--- config.mk ---
export PLATFORM = sky130hd
export DESIGN_NAME = vga_sync_decoder
export DESIGN_NICKNAME = d
export VERILOG_FILES = /design/src/rtl/vga_sync_decoder.sv
export SDC_FILE = /design/constraint.sdc
export NUM_CORES = 1
export LEC_CHECK = 0
export ABC_AREA = 1
export CAP_MARGIN = 20
export CELL_PAD_IN_SITES_DETAIL_PLACEMENT = 1
export CELL_PAD_IN_SITES_GLOBAL_PLACEMENT = 1
export CORE_MARGIN = 2
export CORE_UTILIZATION = 35
export CTS_CLUSTER_DIAMETER = 50
export CTS_CLUSTER_SIZE = 20
export DETAILED_ROUTE_END_ITERATION = 12
export PLACE_DENSITY_LB_ADDON = 0.1
export SLEW_MARGIN = 40
export SYNTH_ARGS = -nofsm -noshare
export SYNTH_HDL_FRONTEND = slang
export SYNTH_SLANG_ARGS = --single-unit
--- constraint.sdc ---
create_clock -name clk -period 5.6 [get_ports clk]
set_input_delay 0.84 -clock clk [delete_from_list [all_inputs] [get_ports clk]]
set_output_delay 0.84 -clock clk [all_outputs]
set_load 0.02 [all_outputs]
--- src/rtl/vga_sync_decoder.sv ---
// vga_sync_decoder
//   Receive-side flywheel for a VGA sync stream. Samples active-low hsync/vsync
//   on each pixel strobe, aligns a local (hcount, vcount) pair to the first
//   vsync-qualified hsync fall, checks every later strobe against the expected
//   sync windows and declares lock after LOCK_FRAMES clean frame wraps.
//
//   Ports
//     clk          system clock
//     reset        asynchronous, active-low reset
//     pix_en       one-cycle pixel strobe; nothing advances without it
//     hsync_n      horizontal sync, active low, same clock domain
//     vsync_n      vertical sync, active low, same clock domain
//     pixel_x      recovered column, 0..H_TOTAL-1
//     pixel_y      recovered row, 0..V_TOTAL-1
//     video_on     locked and inside the visible area
//     locked       high while in LOCKED
//     frame_start  one-clk pulse on the (0,0) strobe while locked
//     timing_err   one-clk pulse on a sync mismatch in ACQUIRE or LOCKED
module vga_sync_decoder #(
   parameter int H_VISIBLE   = 640,
   parameter int H_FRONT     = 16,
   parameter int H_SYNC      = 96,
   parameter int H_BACK      = 48,
   parameter int V_VISIBLE   = 480,
   parameter int V_FRONT     = 10,
   parameter int V_SYNC      = 2,
   parameter int V_BACK      = 33,
   parameter int LOCK_FRAMES = 2
) (
   input  logic       clk,
   input  logic       reset,
   input  logic       pix_en,
   input  logic       hsync_n,
   input  logic       vsync_n,
   output logic [9:0] pixel_x,
   output logic [9:0] pixel_y,
   output logic       video_on,
   output logic       locked,
   output logic       frame_start,
   output logic       timing_err
);

   localparam int H_TOTAL = H_VISIBLE + H_FRONT + H_SYNC + H_BACK;
   localparam int V_TOTAL = V_VISIBLE + V_FRONT + V_SYNC + V_BACK;

   localparam logic [9:0] H_LAST   = 10'(H_TOTAL - 1);
   localparam logic [9:0] V_LAST   = 10'(V_TOTAL - 1);
   localparam logic [9:0] HS_START = 10'(H_VISIBLE + H_FRONT);
   localparam logic [9:0] HS_END   = 10'(H_VISIBLE + H_FRONT + H_SYNC - 1);
   localparam logic [9:0] VS_START = 10'(V_VISIBLE + V_FRONT);
   localparam logic [9:0] VS_END   = 10'(V_VISIBLE + V_FRONT + V_SYNC - 1);
   localparam logic [9:0] H_VIS    = 10'(H_VISIBLE);
   localparam logic [9:0] V_VIS    = 10'(V_VISIBLE);
   localparam logic [3:0] LOCK_N   = 4'(LOCK_FRAMES);

   typedef enum logic [1:0] {SEARCH, ACQUIRE, LOCKED} state_e;

   state_e     state_q, state_d;
   logic [9:0] hcnt_q, hcnt_d;
   logic [9:0] vcnt_q, vcnt_d;
   logic [3:0] frame_cnt_q, frame_cnt_d;
   logic       hs_prev_q, hs_prev_d;
   logic       vs_line_prev_q, vs_line_prev_d;
   logic       video_on_q, video_on_d;
   logic       frame_start_q, frame_start_d;
   logic       timing_err_q, timing_err_d;

   // ---------------------------------------------------------------------
   // Counter datapath: free-running increment, SEARCH-only realignment,
   // and the sync-window checks on the resulting "new" position.
   // ---------------------------------------------------------------------
   logic       h_wrap;
   logic [9:0] h_inc, v_inc, h_new, v_new;
   logic       hs_fall, vs_fall;
   logic       in_hs, in_vs, mismatch, at_origin;
   logic [3:0] frame_cnt_inc;

   always_comb begin
      h_wrap  = (hcnt_q == H_LAST);
      h_inc   = h_wrap ? 10'd0 : hcnt_q + 10'd1;
      v_inc   = h_wrap ? ((vcnt_q == V_LAST) ? 10'd0 : vcnt_q + 10'd1) : vcnt_q;
      hs_fall = ~hsync_n & hs_prev_q;
      vs_fall = ~vsync_n & vs_line_prev_q;

      h_new = h_inc;
      v_new = v_inc;
      if (state_q == SEARCH && hs_fall) begin
         h_new = HS_START;
         if (vs_fall)
            v_new = VS_START;
      end

      in_hs = (h_new >= HS_START) && (h_new <= HS_END);
      in_vs = (v_new >= VS_START) && (v_new <= VS_END);
      // vsync is only judged on the strobe where hsync should start
      mismatch = (state_q != SEARCH) &&
                 ((hsync_n == in_hs) || ((h_new == HS_START) && (vsync_n == in_vs)));
      at_origin     = (h_new == 10'd0) && (v_new == 10'd0);
      frame_cnt_inc = frame_cnt_q + 4'd1;
   end

   // ---------------------------------------------------------------------
   // FSM: state register
   // ---------------------------------------------------------------------
   always_ff @(posedge clk or negedge reset) begin
      if (!reset) begin
         state_q     <= SEARCH;
         frame_cnt_q <= 4'd0;
      end else begin
         state_q     <= state_d;
         frame_cnt_q <= frame_cnt_d;
      end
   end

   // ---------------------------------------------------------------------
   // FSM: next state. A mismatch wins over lock promotion.
   // ---------------------------------------------------------------------
   always_comb begin
      state_d     = state_q;
      frame_cnt_d = frame_cnt_q;
      if (pix_en) begin
         case (state_q)
            SEARCH: begin
               if (hs_fall && vs_fall) begin
                  state_d     = ACQUIRE;
                  frame_cnt_d = 4'd0;
               end
            end
            ACQUIRE: begin
               if (mismatch) begin
                  state_d = SEARCH;
               end else if (at_origin) begin
                  frame_cnt_d = frame_cnt_inc;
                  if (frame_cnt_inc == LOCK_N)
                     state_d = LOCKED;
               end
            end
            LOCKED: begin
               if (mismatch)
                  state_d = SEARCH;
            end
            default: state_d = SEARCH;
         endcase
      end
   end

   // ---------------------------------------------------------------------
   // FSM: outputs and datapath next values. Level outputs hold between
   // strobes; the two pulses clear on any non-strobe cycle.
   // ---------------------------------------------------------------------
   always_comb begin
      hcnt_d         = hcnt_q;
      vcnt_d         = vcnt_q;
      hs_prev_d      = hs_prev_q;
      vs_line_prev_d = vs_line_prev_q;
      video_on_d     = video_on_q;
      frame_start_d  = 1'b0;
      timing_err_d   = 1'b0;
      if (pix_en) begin
         hcnt_d    = h_new;
         vcnt_d    = v_new;
         hs_prev_d = hsync_n;
         if (hs_fall)
            vs_line_prev_d = vsync_n;
         // keyed on state_d so a drop-out clears video_on with timing_err
         video_on_d    = (state_d == LOCKED) && (h_new < H_VIS) && (v_new < V_VIS);
         frame_start_d = (state_d == LOCKED) && at_origin;
         timing_err_d  = mismatch;
      end
   end

   always_ff @(posedge clk or negedge reset) begin
      if (!reset) begin
         hcnt_q         <= 10'd0;
         vcnt_q         <= 10'd0;
         hs_prev_q      <= 1'b1;
         vs_line_prev_q <= 1'b1;
         video_on_q     <= 1'b0;
         frame_start_q  <= 1'b0;
         timing_err_q   <= 1'b0;
      end else begin
         hcnt_q         <= hcnt_d;
         vcnt_q         <= vcnt_d;
         hs_prev_q      <= hs_prev_d;
         vs_line_prev_q <= vs_line_prev_d;
         video_on_q     <= video_on_d;
         frame_start_q  <= frame_start_d;
         timing_err_q   <= timing_err_d;
      end
   end

   assign pixel_x     = hcnt_q;
   assign pixel_y     = vcnt_q;
   assign locked      = (state_q == LOCKED);
   assign video_on    = video_on_q;
   assign frame_start = frame_start_q;
   assign timing_err  = timing_err_q;

endmodule

==> results of run 1 <==
## synthesized netlist by cell type
master     number  area [um^2]
nand3_1        43          215
nand2_1       109          409
a2111oi_0       1         8.76
nand3_2         5         50.1
clkbuf_1        5         18.8
nor3_2          2         20.0
nand3b_1        3         22.5
nand4_1        12         75.1
nand4_4         1         21.3
a21oi_2         1         8.76
o21bai_1        2         15.0
nor2_2          6         37.5
dfstp_2         2         52.6
ha_1            5         62.6
a221oi_1        1         8.76
inv_2           3         11.3
buf_4           1         7.51
o21ai_0        29          145
o21a_1          1         7.51
nand2_2         4         25.0
inv_1          50          188
nor2_4          2         22.5
xor2_1          3         26.3
buf_6           1         11.3
o211ai_1        1         7.51
o22ai_2         1         12.5
nor3b_1         1         7.51
dfrtp_1        29          726
clkinv_1        1         3.75
nor3_1          4         20.0
nor2_1         40          150
## worst paths after layout
check / from / to / slack [ns] / depth (start not counted)
min: vs_line_prev_q$_DFFE_PN1P_ / vs_line_prev_q$_DFFE_PN1P_ / 0.50 / 2
max: hsync_n / frame_cnt_q[2]$_DFFE_PN0P_ / 2.39 / 15
min in group asynchronous: reset / pixel_y[7]$_DFFE_PN0P_ / 0.95 / 2
max reg2reg: pixel_x[0]$_DFFE_PN0P_ / frame_cnt_q[2]$_DFFE_PN0P_ / 2.55 / 15
min reg2reg: vs_line_prev_q$_DFFE_PN1P_ / vs_line_prev_q$_DFFE_PN1P_ / 0.50 / 2
max in group asynchronous: reset / vs_line_prev_q$_DFFE_PN1P_ / 4.31 / 2
## power groups by stage
stage	Sequential, mW	Clock [mW]	Combinational [mW]
after floorplan	0.357	0	0.196
after global placement	0.333	0	0.359
after detailed placement	0.334	0	0.360
after CTS	0.330	0.190	0.363
after global routing	0.339	0.199	0.410
final	0.330	0.185	0.359
## final cells by class
class                      instances  area, um^2  area share
sequential                        31         778       0.274
multi-input combinational        277        1380       0.485
tap                               80         100      0.0352
clock buffer                       6        82.6      0.0290
clock inverter                     1        5.00     0.00176
inverter                          54         203      0.0713
timing repair buffer              30         295       0.104
## critical path, delay by kind of cell
kind	cells	cell delay, ns
compound gates	2	0.39
buf+inv	3	0.74
simple gates	10	1.43
## per-stage QoR
| stage | total power [mW] | instance area, um^2 | instances |
|---|---|---|---|
| floorplan | 0.552 | 2400 | 369 |
| global placement | 0.691 | 2760 | 472 |
| detailed placement | 0.695 | 2760 | 472 |
| CTS | 0.884 | 2840 | 479 |
| global route | 0.948 | 2840 | 479 |
| finish | 0.874 | 2840 | 479 |
## layer usage
layer / global-route usage / part of all wire / vias up
met1: 0.290 / 0.50 / 1194
met3: 0.0286 / 0.014 / 4
met5: 0 / 0 / -
met4: 0.0298 / 0.0066 / 0
li1: - / - / 1244
met2: 0.348 / 0.48 / 23
## cell families (layout without fill, tap and decap cells)
| family | count (synthesis) | after routing | synth area share |
|---|---|---|---|
| buffers and inverters | 61 | 91 | 0.100 |
| AO/OA/AOI/OAI | 37 | 37 | 0.0893 |
| XOR/XNOR | 3 | 3 | 0.0110 |
| adder cells (fa/ha/maj) | 5 | 5 | 0.0261 |
| flip-flops | 31 | 31 | 0.325 |
| AND/OR/NAND/NOR | 232 | 232 | 0.449 |
## cell usage in the layout (no fill, tap or decap), drive strengths merged
master / netlist / final
o21a: 1 / 1
ha: 5 / 5
dfstp: 2 / 2
o211ai: 1 / 1
nor3: 6 / 6
o21ai: 29 / 29
a2111oi: 1 / 1
inv: 53 / 53
nand4: 13 / 13
nor3b: 1 / 1
a221oi: 1 / 1
clkinv: 1 / 2
nor2: 48 / 48
dfrtp: 29 / 29
xor2: 3 / 3
a21oi: 1 / 1
buf: 2 / 2
o21bai: 2 / 2
nand2: 113 / 113
clkdlybuf4s50: 0 / 28
o22ai: 1 / 1
nand3: 48 / 48
clkbuf: 5 / 6
nand3b: 3 / 3
## flip-flops by register name, indices dropped and copies added (netlist names)
| register | flops |
|---|---|
| frame_cnt_q | 4 |
| frame_start | 1 |
| hs_prev_q | 1 |
| pixel_x | 10 |
| pixel_y | 10 |
| state_q | 2 |
| timing_err | 1 |
| video_on | 1 |
| vs_line_prev_q | 1 |
==> flow_metrics.py, run 1 <==
metrics = {
    "pwr": {
        "p_clk_frac": 0.211,
        "leakage_nw": 1.37,
        "p_per_area_nw_per_um2": 307,
        "comb_power_share": 0.411,
        "ir_worst_vdd_v": 0.000175,
        "swShare": 0.423,
        "switchingPower_uw": 370,
        "internal_power_uw": 504,
        "seq_power_share": 0.378,
    },
    "detailed_routing": {
        "final_antenna_net_count": 0,
        "wl_per_cell_um": 14.9,
        "wl_mm": 7.13,
        "first_iter_violations": 119,
        "vias": 2465,
        "first_pass_iters": 4,
        "drc": 0,
        "viasPerCell": 5.15,
    },
    "synth": {
        "syn_area_um2": 2400,
        "yosysWarnings": 0,
        "syn_nets": 379,
        "syn_inst": 369,
        "synth_cell_types": 31,
        "synth-seq-area-share": 0.325,
        "avgSynthCellArea_um2": 6.50,
        "synth_seq_cells": 31,
    },
    "floorplanning": {
        "die_w_um": 86.8,
        "rows": 30,
        "initial_utilization": 0.357,
        "die_y_um": 86.8,
        "core_area_um2": 6720,
        "io_pins": 29,
        "dieArea_um2": 7530,
    },
    "worst_setup_path": {
        "critPathRequiredTime_ns": 5.80,
        "max_stage_delay_ns": 0.43,
        "crit_arrival_ns": 3.40,
        "path_cells": "clkdlybuf4s50_1 > inv_1 > nand4_4 > nor2_2 > inv_2 > nand3_1 > nand2_1 > nand3b_1 > nor2_1 > nand2_1 > nand3_2 > nand3_2 > o22ai_2 > nand3_1 > o21ai_0",
        "cp-start-kind": "primary input",
        "critPathMaxFanout": 10,
        "end_kind": "flop",
        "criticalPathCategory": "in -> reg",
        "cp_slowest_cell": "clkdlybuf4s50_1",
    },
    "clock_network": {
        "cts_tree": "yes",
        "root_buffer": "clkbuf_8",
        "cts_resized": 0,
        "clk_path_buf_depth": 2,
        "cts_made_buffers": 5,
        "htreeDepth": 2,
        "insertion_delay_ns": 0.28,
        "clk_pin_slew_ns": 0.06,
        "cts.sinks": 31,
        "cts_setup_buffers": 0,
        "ctsHoldBuffers": 0,
    },
    "outcome": {
        "outcome": "finished clean",
    },
    "timing": {
        "finalSetupViolCount": 0,
        "fin_worst_skew_ns": 0.00457,
        "worst_slack_ns": 2.39,
        "post-route-min-period_ns": 3.21,
        "relSlewSlack": 0.634,
        "hold_violations": 0,
        "tightest_slew_ns": 0.535,
        "finalSetupTns_ns": 0,
        "post-route-period-util": 0.573,
        "fmax_ghz": 0.312,
        "hold_ws_ns": 0.501,
        "rsz0062_at_grt": "false",
        "slew_violations": 0,
    },
    "finish": {
        "nFillCells": 887,
        "syn2layout_area_growth_pct": 18.6,
        "final_util": 0.423,
        "fin_nets": 409,
        "drive_above_1_share": 0.0902,
        "antenna_cells": 0,
    },
    "global_route": {
        "grt.overflow.total": 0,
        "grt_pass1_wl_mm": 12.5,
        "grt_use_total": 0.207,
        "antenna_found_initial": 0,
        "grt_max_degree": 35,
        "grt_pass1_vias": 2501,
    },
    "hold_path": {
        "min_path_type": "reg -> reg",
    },
    "placement": {
        "post-place-ws_ns": 2.05,
        "dp_hpwl_mm": 5.48,
        "portBuffers": 28,
        "gp_congestion": 0.816,
    },
    "flow_run": {
        "max_cap_violations": 0,
    },
}
Note: power is estimated with default switching activity, not from simulation.
==> run 2: changes to the inputs <==
clock period = 3.3 ns   (was 5.6 ns; I/O delays follow)
==> flow_metrics.py, run 2 (synthesis gave the netlist of run 1 again) <==
metrics = {
    "detailed_routing": {
        "wl_mm": 7.16,
        "wl_per_cell_um": 14.9,
        "viasPerCell": 5.11,
        "final_antenna_net_count": 0,
        "first_iter_violations": 106,
        "first_pass_iters": 4,
        "vias": 2453,
        "drc": 0,
    },
    "global_route": {
        "grtUsageMet3": 0.0276,
        "grt.overflow.total": 0,
        "antenna_found_initial": 0,
        "grt_pass1_vias": 2577,
        "grt_max_degree": 34,
        "use_met1": 0.296,
        "grt_use_total": 0.209,
        "use_met2": 0.342,
        "grt_pass1_wl_mm": 12.7,
        "grt.busiest_layer": "met2",
    },
    "timing": {
        "hold_violations": 0,
        "finalSetupViolCount": 0,
        "rsz0062_at_grt": "false",
        "fmax_ghz": 0.344,
        "fin_worst_skew_ns": 0.00695,
        "slew_violations": 0,
        "relSlewSlack": 0.633,
        "post-route-period-util": 0.882,
        "post-route-min-period_ns": 2.91,
        "finalSetupTns_ns": 0,
        "tightest_slew_ns": 0.547,
        "worst_slack_ns": 0.391,
    },
    "finish": {
        "syn2layout_area_growth_pct": 20.0,
        "final-seq-area_um2": 778,
        "nFillCells": 896,
        "fin_nets": 409,
        "antenna_cells": 0,
        "layout_common_cells": "nand2_1, inv_1, nand3_1, nor2_1",
        "final_common_cell": "nand2_1",
        "multi_input_area_um2": 1380,
        "drive_above_1_share": 0.0925,
    },
    "clock_network": {
        "cts_tree": "yes",
        "clk_path_buf_depth": 2,
        "htreeDepth": 2,
        "insertion_delay_ns": 0.28,
        "root_buffer": "clkbuf_8",
        "cts_setup_buffers": 0,
        "clk_pin_slew_ns": 0.07,
        "cts.sinks": 31,
        "cts_made_buffers": 5,
    },
    "worst_setup_path": {
        "max_stage_delay_ns": 0.41,
        "cp.depth": 13,
        "cp_slowest_cell": "dfrtp_1",
        "rr_worst_depth": 13,
        "cp-start-kind": "flop",
        "path_buf_inv": 0,
        "critPathRequiredTime_ns": 3.45,
        "crit_arrival_ns": 3.06,
        "critPathMaxFanout": 12,
        "end_kind": "flop",
        "path_cells": "ha_1 > nand4_1 > nor2_4 > nand3_1 > nand3_1 > nand2_1 > nand3b_1 > nor2_1 > nand2_1 > nand3_2 > nand3_2 > o22ai_2 > o21ai_0",
        "criticalPathCategory": "reg -> reg",
        "crit_family": "simple AND/OR/NAND/NOR gates",
    },
    "placement": {
        "gp_congestion": 0.774,
        "dp_hpwl_mm": 5.55,
        "portBuffers": 28,
        "post-place-ws_ns": 0.121,
    },
    "floorplanning": {
        "core_area_um2": 6720,
        "dieArea_um2": 7530,
        "die_y_um": 86.8,
        "io_pins": 29,
        "rows": 30,
        "initial_utilization": 0.357,
        "die_w_um": 86.8,
    },
    "flow_run": {
        "max_cap_violations": 0,
    },
    "pwr": {
        "leakage_nw": 1.39,
        "ir_worst_vdd_v": 0.000171,
        "p_per_area_nw_per_um2": 545,
    },
    "hold_path": {
        "hold_path_depth": 2,
        "min_path_type": "reg -> reg",
    },
    "outcome": {
        "outcome": "finished clean",
    },
}
[run 2: cell count changes in the layout (fill, tap and decap cells not counted), sizes merged]
cell | previous run | this run
bufinv | 0 | 1
[run 2: tightest hold or removal path: cells and delay by family (launching register included)]
family	cells	cell delay [ns]
AND/OR/NAND/NOR	2	0.10
flip-flops	1	0.35
[run 2: area by class of cell]
cell class	count	area share
multi-input cells	277	0.481
flip-flops and latches	31	0.270
repair buffers	30	0.103
inverters	54	0.0704
well taps	80	0.0348
clock buffers	6	0.0287
clock inverters	2	0.0122
[run 2: power breakdown]
| group | leakage, nW | internal [mW] | switching [mW] |
|---|---|---|---|
| clock | 0.0612 | 0.244 | 0.151 |
| combinational | 0.937 | 0.234 | 0.378 |
| sequential | 0.391 | 0.458 | 0.104 |
| total | 1.39 | 0.936 | 0.633 |
[run 2: path summary, 6_finish.rpt]
check / start / endpoint / slack (ns)
setup / recovery: pixel_x[1]$_DFFE_PN0P_ / frame_cnt_q[1]$_DFFE_PN0P_ / 0.39
hold reg to reg: video_on$_DFFE_PN0P_ / video_on$_DFFE_PN0P_ / 0.49
max in group asynchronous: reset / vs_line_prev_q$_DFFE_PN1P_ / 2.35
min in group asynchronous: reset / pixel_y[5]$_DFFE_PN0P_ / 0.62
setup reg to reg: pixel_x[1]$_DFFE_PN0P_ / frame_cnt_q[1]$_DFFE_PN0P_ / 0.39
hold / removal: video_on$_DFFE_PN0P_ / video_on$_DFFE_PN0P_ / 0.49
[run 2: timing repair]
| action | CTS | global route |
|---|---|---|
| hold buffers | 0 | 0 |
| endpoints found under the setup margin | 0 | 5 |
| resized for setup | 0 | 1 |
| hold endpoints to repair | 0 | 0 |
[run 2: metal layers]
| metal | vias to the layer above | wire, um | part of all wire |
|---|---|---|---|
| met5 | - | 0 | 0 |
| met3 | 2 | 144 | 0.020 |
| met2 | 30 | 3350 | 0.47 |
| met4 | 0 | 19 | 0.0027 |
| li1 | 1251 | - | - |
| met1 | 1170 | 3650 | 0.51 |
[run 2: per-stage QoR]
stage | area, um^2 | total power [mW] | hold slack [ns] | utilization | std cells
5_1_grt | 2880 | 1.71 | 0.537 | 0.428 | 480
3_5_place_dp | 2760 | 1.19 | 0.466 | 0.410 | 472
2_1_floorplan | 2400 | 0.937 | 0.199 | - | 369
6_report | 2880 | 1.57 | 0.490 | 0.428 | 480
3_3_place_gp | 2760 | 1.18 | 0.478 | 0.410 | 472
4_1_cts | 2870 | 1.60 | 0.497 | 0.428 | 480
